$ cat src/rtl/bp_pkg.sv
// rtl/bp_pkg.sv - shared constants and counter encodings for the branch predictor
package bp_pkg;

  localparam int BP_ENTRIES = 16;

  typedef enum logic [1:0] {
    SNT = 2'b00,
    WNT = 2'b01,
    WT  = 2'b10,
    ST  = 2'b11
  } ctr_e;

  localparam ctr_e CTR_RESET = WNT;
  localparam ctr_e CTR_ALLOC = WT;

endpackage

$ cat src/rtl/bht_counter.sv
// rtl/bht_counter.sv - 2-bit saturating direction counter next-state logic
module bht_counter
  import bp_pkg::*;
(
  input  ctr_e state_i,
  input  logic taken_i,
  output ctr_e next_o
);

  always_comb begin
    next_o = state_i;
    unique case (state_i)
      SNT: next_o = taken_i ? WNT : SNT;
      WNT: next_o = taken_i ? WT  : SNT;
      WT:  next_o = taken_i ? ST  : WNT;
      ST:  next_o = taken_i ? ST  : WT;
      default: next_o = state_i;
    endcase
  end

endmodule

$ cat src/rtl/branch_predictor.sv
// rtl/branch_predictor.sv - direct-mapped BTB with 2-bit BHT, combinational lookup
module branch_predictor
  import bp_pkg::*;
#(
  parameter int ENTRIES = BP_ENTRIES
) (
  input  logic        clk,
  input  logic        rst,
  input  logic [31:0] pf_pc,
  output logic [31:0] target_address_final,
  output logic        predict_final,
  input  logic        upd_valid,
  input  logic        upd_stall,
  input  logic [31:0] upd_pc,
  input  logic        upd_taken,
  input  logic [31:0] upd_target,
  output logic [31:0] hit_count
);

  localparam int IW = $clog2(ENTRIES);
  localparam int TW = 30 - IW;

  logic [ENTRIES-1:0] valid_q;
  logic [TW-1:0]      tag_q    [ENTRIES];
  logic [31:0]        target_q [ENTRIES];
  ctr_e               ctr_q    [ENTRIES];
  logic [31:0]        hit_count_q;
  logic [31:0]        hit_count_d;

  logic [IW-1:0] lk_idx;
  logic [TW-1:0] lk_tag;
  logic          lk_hit;
  logic [IW-1:0] up_idx;
  logic [TW-1:0] up_tag;
  logic          up_hit;
  logic          up_commit;
  ctr_e          ctr_d;

  // Low two PC bits never take part in index or tag.
  logic unused_pc_bits;
  assign unused_pc_bits = ^{pf_pc[1:0], upd_pc[1:0]};

  assign lk_idx = pf_pc[IW+1:2];
  assign lk_tag = pf_pc[31:IW+2];
  assign lk_hit = valid_q[lk_idx] && (tag_q[lk_idx] == lk_tag);

  assign predict_final        = lk_hit && (ctr_q[lk_idx] inside {WT, ST});
  assign target_address_final = predict_final ? target_q[lk_idx] : pf_pc + 32'd4;

  assign up_idx    = upd_pc[IW+1:2];
  assign up_tag    = upd_pc[31:IW+2];
  assign up_hit    = valid_q[up_idx] && (tag_q[up_idx] == up_tag);
  assign up_commit = upd_valid && !upd_stall;

  bht_counter u_bht_counter (
    .state_i (ctr_q[up_idx]),
    .taken_i (upd_taken),
    .next_o  (ctr_d)
  );

  assign hit_count_d = hit_count_q + 32'd1;
  assign hit_count   = hit_count_q;

  // Lookup reads the registered table, so a same-cycle update is seen next cycle.
  always_ff @(posedge clk) begin
    if (!rst) begin
      valid_q     <= '0;
      hit_count_q <= '0;
      for (int i = 0; i < ENTRIES; i++) begin
        ctr_q[i] <= CTR_RESET;
      end
    end else if (up_commit) begin
      if (up_hit) begin
        ctr_q[up_idx] <= ctr_d;
        hit_count_q   <= hit_count_d;
        if (upd_taken) begin
          target_q[up_idx] <= upd_target;
        end
      end else if (upd_taken) begin
        valid_q[up_idx]  <= 1'b1;
        tag_q[up_idx]    <= up_tag;
        target_q[up_idx] <= upd_target;
        ctr_q[up_idx]    <= CTR_ALLOC;
      end
    end
  end

endmodule
$ cat config.mk
export PLATFORM = sky130hd
export DESIGN_NAME = branch_predictor
export DESIGN_NICKNAME = d
export VERILOG_FILES = /design/src/rtl/bp_pkg.sv /design/src/rtl/bht_counter.sv /design/src/rtl/branch_predictor.sv
export SDC_FILE = /design/constraint.sdc
export NUM_CORES = 1
export LEC_CHECK = 0
export CORE_UTILIZATION = 65
export DETAILED_ROUTE_END_ITERATION = 8
export PLACE_DENSITY_LB_ADDON = 0.1
export SLEW_MARGIN = 20
export SYNTH_ARGS = -nofsm -noshare
export SYNTH_HDL_FRONTEND = slang
export SYNTH_SLANG_ARGS = --single-unit
$ cat constraint.sdc
create_clock -name clk -period 11.95 [get_ports clk]
set_input_delay 1.195 -clock clk [delete_from_list [all_inputs] [get_ports clk]]
set_output_delay 1.195 -clock clk [all_outputs]
set_load 0.1 [all_outputs]
==> summary.md <==
| Metric | Value |
|---|---|
| Outcome | completed |
| Post-synthesis async set-or-reset flop share | 0% |
| Max-cap violations | 0 |
| VDD IR max | 0.154 mV |
| Clock Tree Buf Depth | 3 |
| H-Tree Depth | 3 |
| Final Skew | 0.0267 ns |
| Vias/cell | 7.25 |
| Final setup fails | 0 |
| Fmax | 122 MHz |
| CTS clk-pin slew, worst paths | 0.06 ns |
| Mapped cell area | 0.0440 mm2 |
| RSZ-0062 raised after global routing | no |
| Adder-cell share of the synthesized area | 0.0568% |
| Post-Synth Simple-Gate Area | 3.70% |
| Area occupied by multi-input gates | 0.0137 mm2 |
| Detail Route Antenna Nets | 0 |
| Crit path kind | primary input to primary output |
| Hold Violations, Final | 0 |
| Worst setup SP type | primary input |
| Worst-path fanout max | 78 |
| Die Width | 262 um |
| Avg Cell Area, Syn | 19.4 um2 |
| Area Overhead vs Synth | 13.8% |
| Worst-skew pair later-pin latency | 0.67 ns |
| Global Route met2 Usage | 54.6% |
| Synth Flop Type | edfxtp_1 |
| Largest family of logic cells by synthesized area | multiplexers |
| Port Buffers | 163 |
| Rel. slew slack | 24.3% |
| Vias | 24700 |
| Core area | 0.0670 mm2 |
| Post-layout instance area | 0.0501 mm2 |
| Root Driver | clkbuf_16 |
| Post-synthesis mux area share | 22.1% |
| Top post-synthesis cells by area | edfxtp_1, mux4_2, mux2i_1 |
| Num ports | 166 |
| Number of nets in the layout | 2547 |
| Pleak | 15.8 nW |
| Full die area | 0.0688 mm2 |
| Syn Nets | 2373 |
| Worst Tran Pin Value | 1.14 ns |
| CP required | 10.76 ns |
| Die Ht | 262 um |
| Post-synthesis compound-gate area fraction | 3.16% |
| Avg WL per Cell | 33.6 um |
| Initial antenna violation count | 8 |
| Largest net degree at the start of global routing | 80 |
| Fin crit share | 68.5% |
| Sequential-to-total area share from yosys stat | 67.7% |
| DR DRC count | 0 |
| Worst r2r src | tag_q[15][22] |
| Gpl congestion | 0.857 |
| Max Slew Vio Count | 0 |
| First-pass GRT wire length | 167000 um |
| Ratio of cells with drive above 1 in the final layout | 26.1% |
| Grt peak-use layer | met2 |
| Post-Synthesis Cells | 2270 |
| Post-Place Worst Slack | 3.76 ns |
| Post-CTS setup buffers | 0 |
| XOR/XNOR Fraction of Synth Area | 1.53% |
| DP HPWL | 63000 um |
| GR Util met1 | 45.8% |
| Starting Density | 65.7% |
| Filler Cells Inserted | 3759 |
| Crit path DAT | 6.99 ns |
| Pwr dens | 153 mW/mm2 |
| Router iterations before antenna repair | 6 |
| Register Area | 0.0298 mm2 |
| Placement Cell Area | 0.0467 mm2 |
| Worst Setup Slack, final | 3.76 ns |
| Row count | 95 |
| Yosys warning count | 0 |
| Iteration-0 DRC Markers | 3269 |
| Final min period | 8.19 ns |
| Global route total overflow | 0 |
| Via count of the first global-routing pass | 25000 |
| Num CTS Buffers | 100 |
| Setup TNS Final | 0 ns |
| GRT Util Overall | 33.9% |
| Resized cells post-CTS | 0 |
| CP Capture Type | primary output |
| Final Routed Wirelength | 115000 um |
| Post-synth top area cell | edfxtp_1 |
| Worst setup path startpoint | pf_pc[3] |
| CTS tree | done |
| Hold_sp | valid_q[4] |
| Post-synth EDFFs | 960 |
| Yosys top cell area share | 65.5% |
| Synth cell types | 68 |
| Met3 Usage GRT | 7.53% |
| Type of the tightest min-delay check | flip-flop to flip-flop |
| Hold buffers post-CTS | 0 |
| Total power draw | 7.69 mW |
| Synth Register Bits | 1008 |
| TritonCTS Sinks | 1008 |
area by class of cell:
type | instances | area share [%]
Clock buffer | 117 | 5.18
Tap cell | 873 | 2.18
Inverter | 14 | 0.105
Antenna cell | 7 | 0.0349
Sequential cell | 1008 | 59.4
Clock inverter | 71 | 1.60
Multi-Input combinational cell | 1099 | 27.4
Timing Repair Buffer | 221 | 4.10
cell usage after synthesis (all sizes together) (2+ instances only):
library cell  instances
a41oi                 4
edfxtp              960
xor2                 25
nor2                 61
clkbuf               62
and3                 18
a22o                  6
o41ai                 7
buf                  87
o21ai                44
and2                  8
inv                  14
mux2                 32
or2                   3
nand4                25
nand2b               14
nor2b                13
a21oi                12
o311ai                7
nand3                41
o22ai                 4
o31ai                21
o2111ai               2
xnor2                52
or3                   3
or4                  16
nand2                87
mux2i               102
nor4                 11
a22oi                32
o211ai               10
a211oi                4
a221oi                8
o2111a                2
dfxtp                48
a21o                  3
a2111o                2
ha                    2
a21boi               17
nor3                 19
mux4                371
registers in the layout, indices dropped and copies added (netlist names):
signal / cells
hit_count: 32
valid_q: 16
target_q: 512
ctr_q: 32
tag_q: 416
critical path: stages:
cell,delay [ns]
buf_8,0.49
buf_4,0.83
mux4_2,0.44
mux4_2,0.52
xnor2_1,0.17
nand2_1,0.07
a2111o_1,0.33
nor4_1,0.54
nand3_4,0.64
mux2_2,0.49
clkdlybuf4s50_1,1.15
cells by family after synthesis:
| kind of cell | count (synthesis) |
|---|---|
| buffers and inverters | 163 |
| DFF | 1008 |
| adders and majority gates | 2 |
| muxes | 505 |
| xor gates and xnor gates | 77 |
| and+or+nand+nor | 321 |
| AOI/OAI and AO/OA | 194 |
worst paths after layout:
kind | to | slack [ns] | cells past startpoint
worst max-delay path | target_address_final[23] | 3.76 | 11
worst min register to register | valid_q[4] | 0.48 | 2
worst max register to register | tag_q[2][21] | 7.08 | 10
worst min-delay path | valid_q[4] | 0.48 | 2
per-layer routing:
layer | wire length (um) | vias up
met2 | 56900 | 1692
met3 | 13000 | 270
met4 | 4160 | 6
li1 | - | 9922
met5 | 33 | -
met1 | 40700 | 12800
where the power goes:
part / internal [mW] / total, mW / switching (mW)
combinational: 0.225 / 0.557 / 0.332
sequential: 3.88 / 3.89 / 0.00699
clock: 1.89 / 3.24 / 1.35
total: 6.00 / 7.69 / 1.69
per-stage QoR:
| step | cells | util, % | hold WS (ns) |
|---|---|---|---|
| finish | 3410 | 74.8 | 0.482 |
| global route | 3407 | 74.8 | 0.508 |
| CTS | 3403 | 74.7 | 0.483 |
| floorplan | 2270 | - | 0.441 |
| detailed placement | 3215 | 69.7 | 0.470 |
| global placement | 3215 | 69.7 | 0.455 |
cells in the final DEF, fill, tap and decap left out, drive strengths merged, types with 7 or more instances in the layout:
cell type / count
xor2: 25
and2: 8
clkbuf: 117
nor4: 11
or4: 16
a21oi: 12
nand3: 41
clkdlybuf4s50: 154
and3: 18
nand2: 87
bufinv: 15
a22oi: 32
nor3: 19
mux2i: 102
a21boi: 17
nor2b: 13
o41ai: 7
clkinvlp: 8
xnor2: 52
dfxtp: 48
nand2b: 14
edfxtp: 960
o211ai: 10
mux4: 371
inv: 18
a221oi: 8
nand4: 25
diode: 7
nor2: 61
buf: 67
o21ai: 44
o311ai: 7
mux2: 32
o31ai: 21
clkinv: 44
No activity file was read; power rests on OpenSTA's default activity.
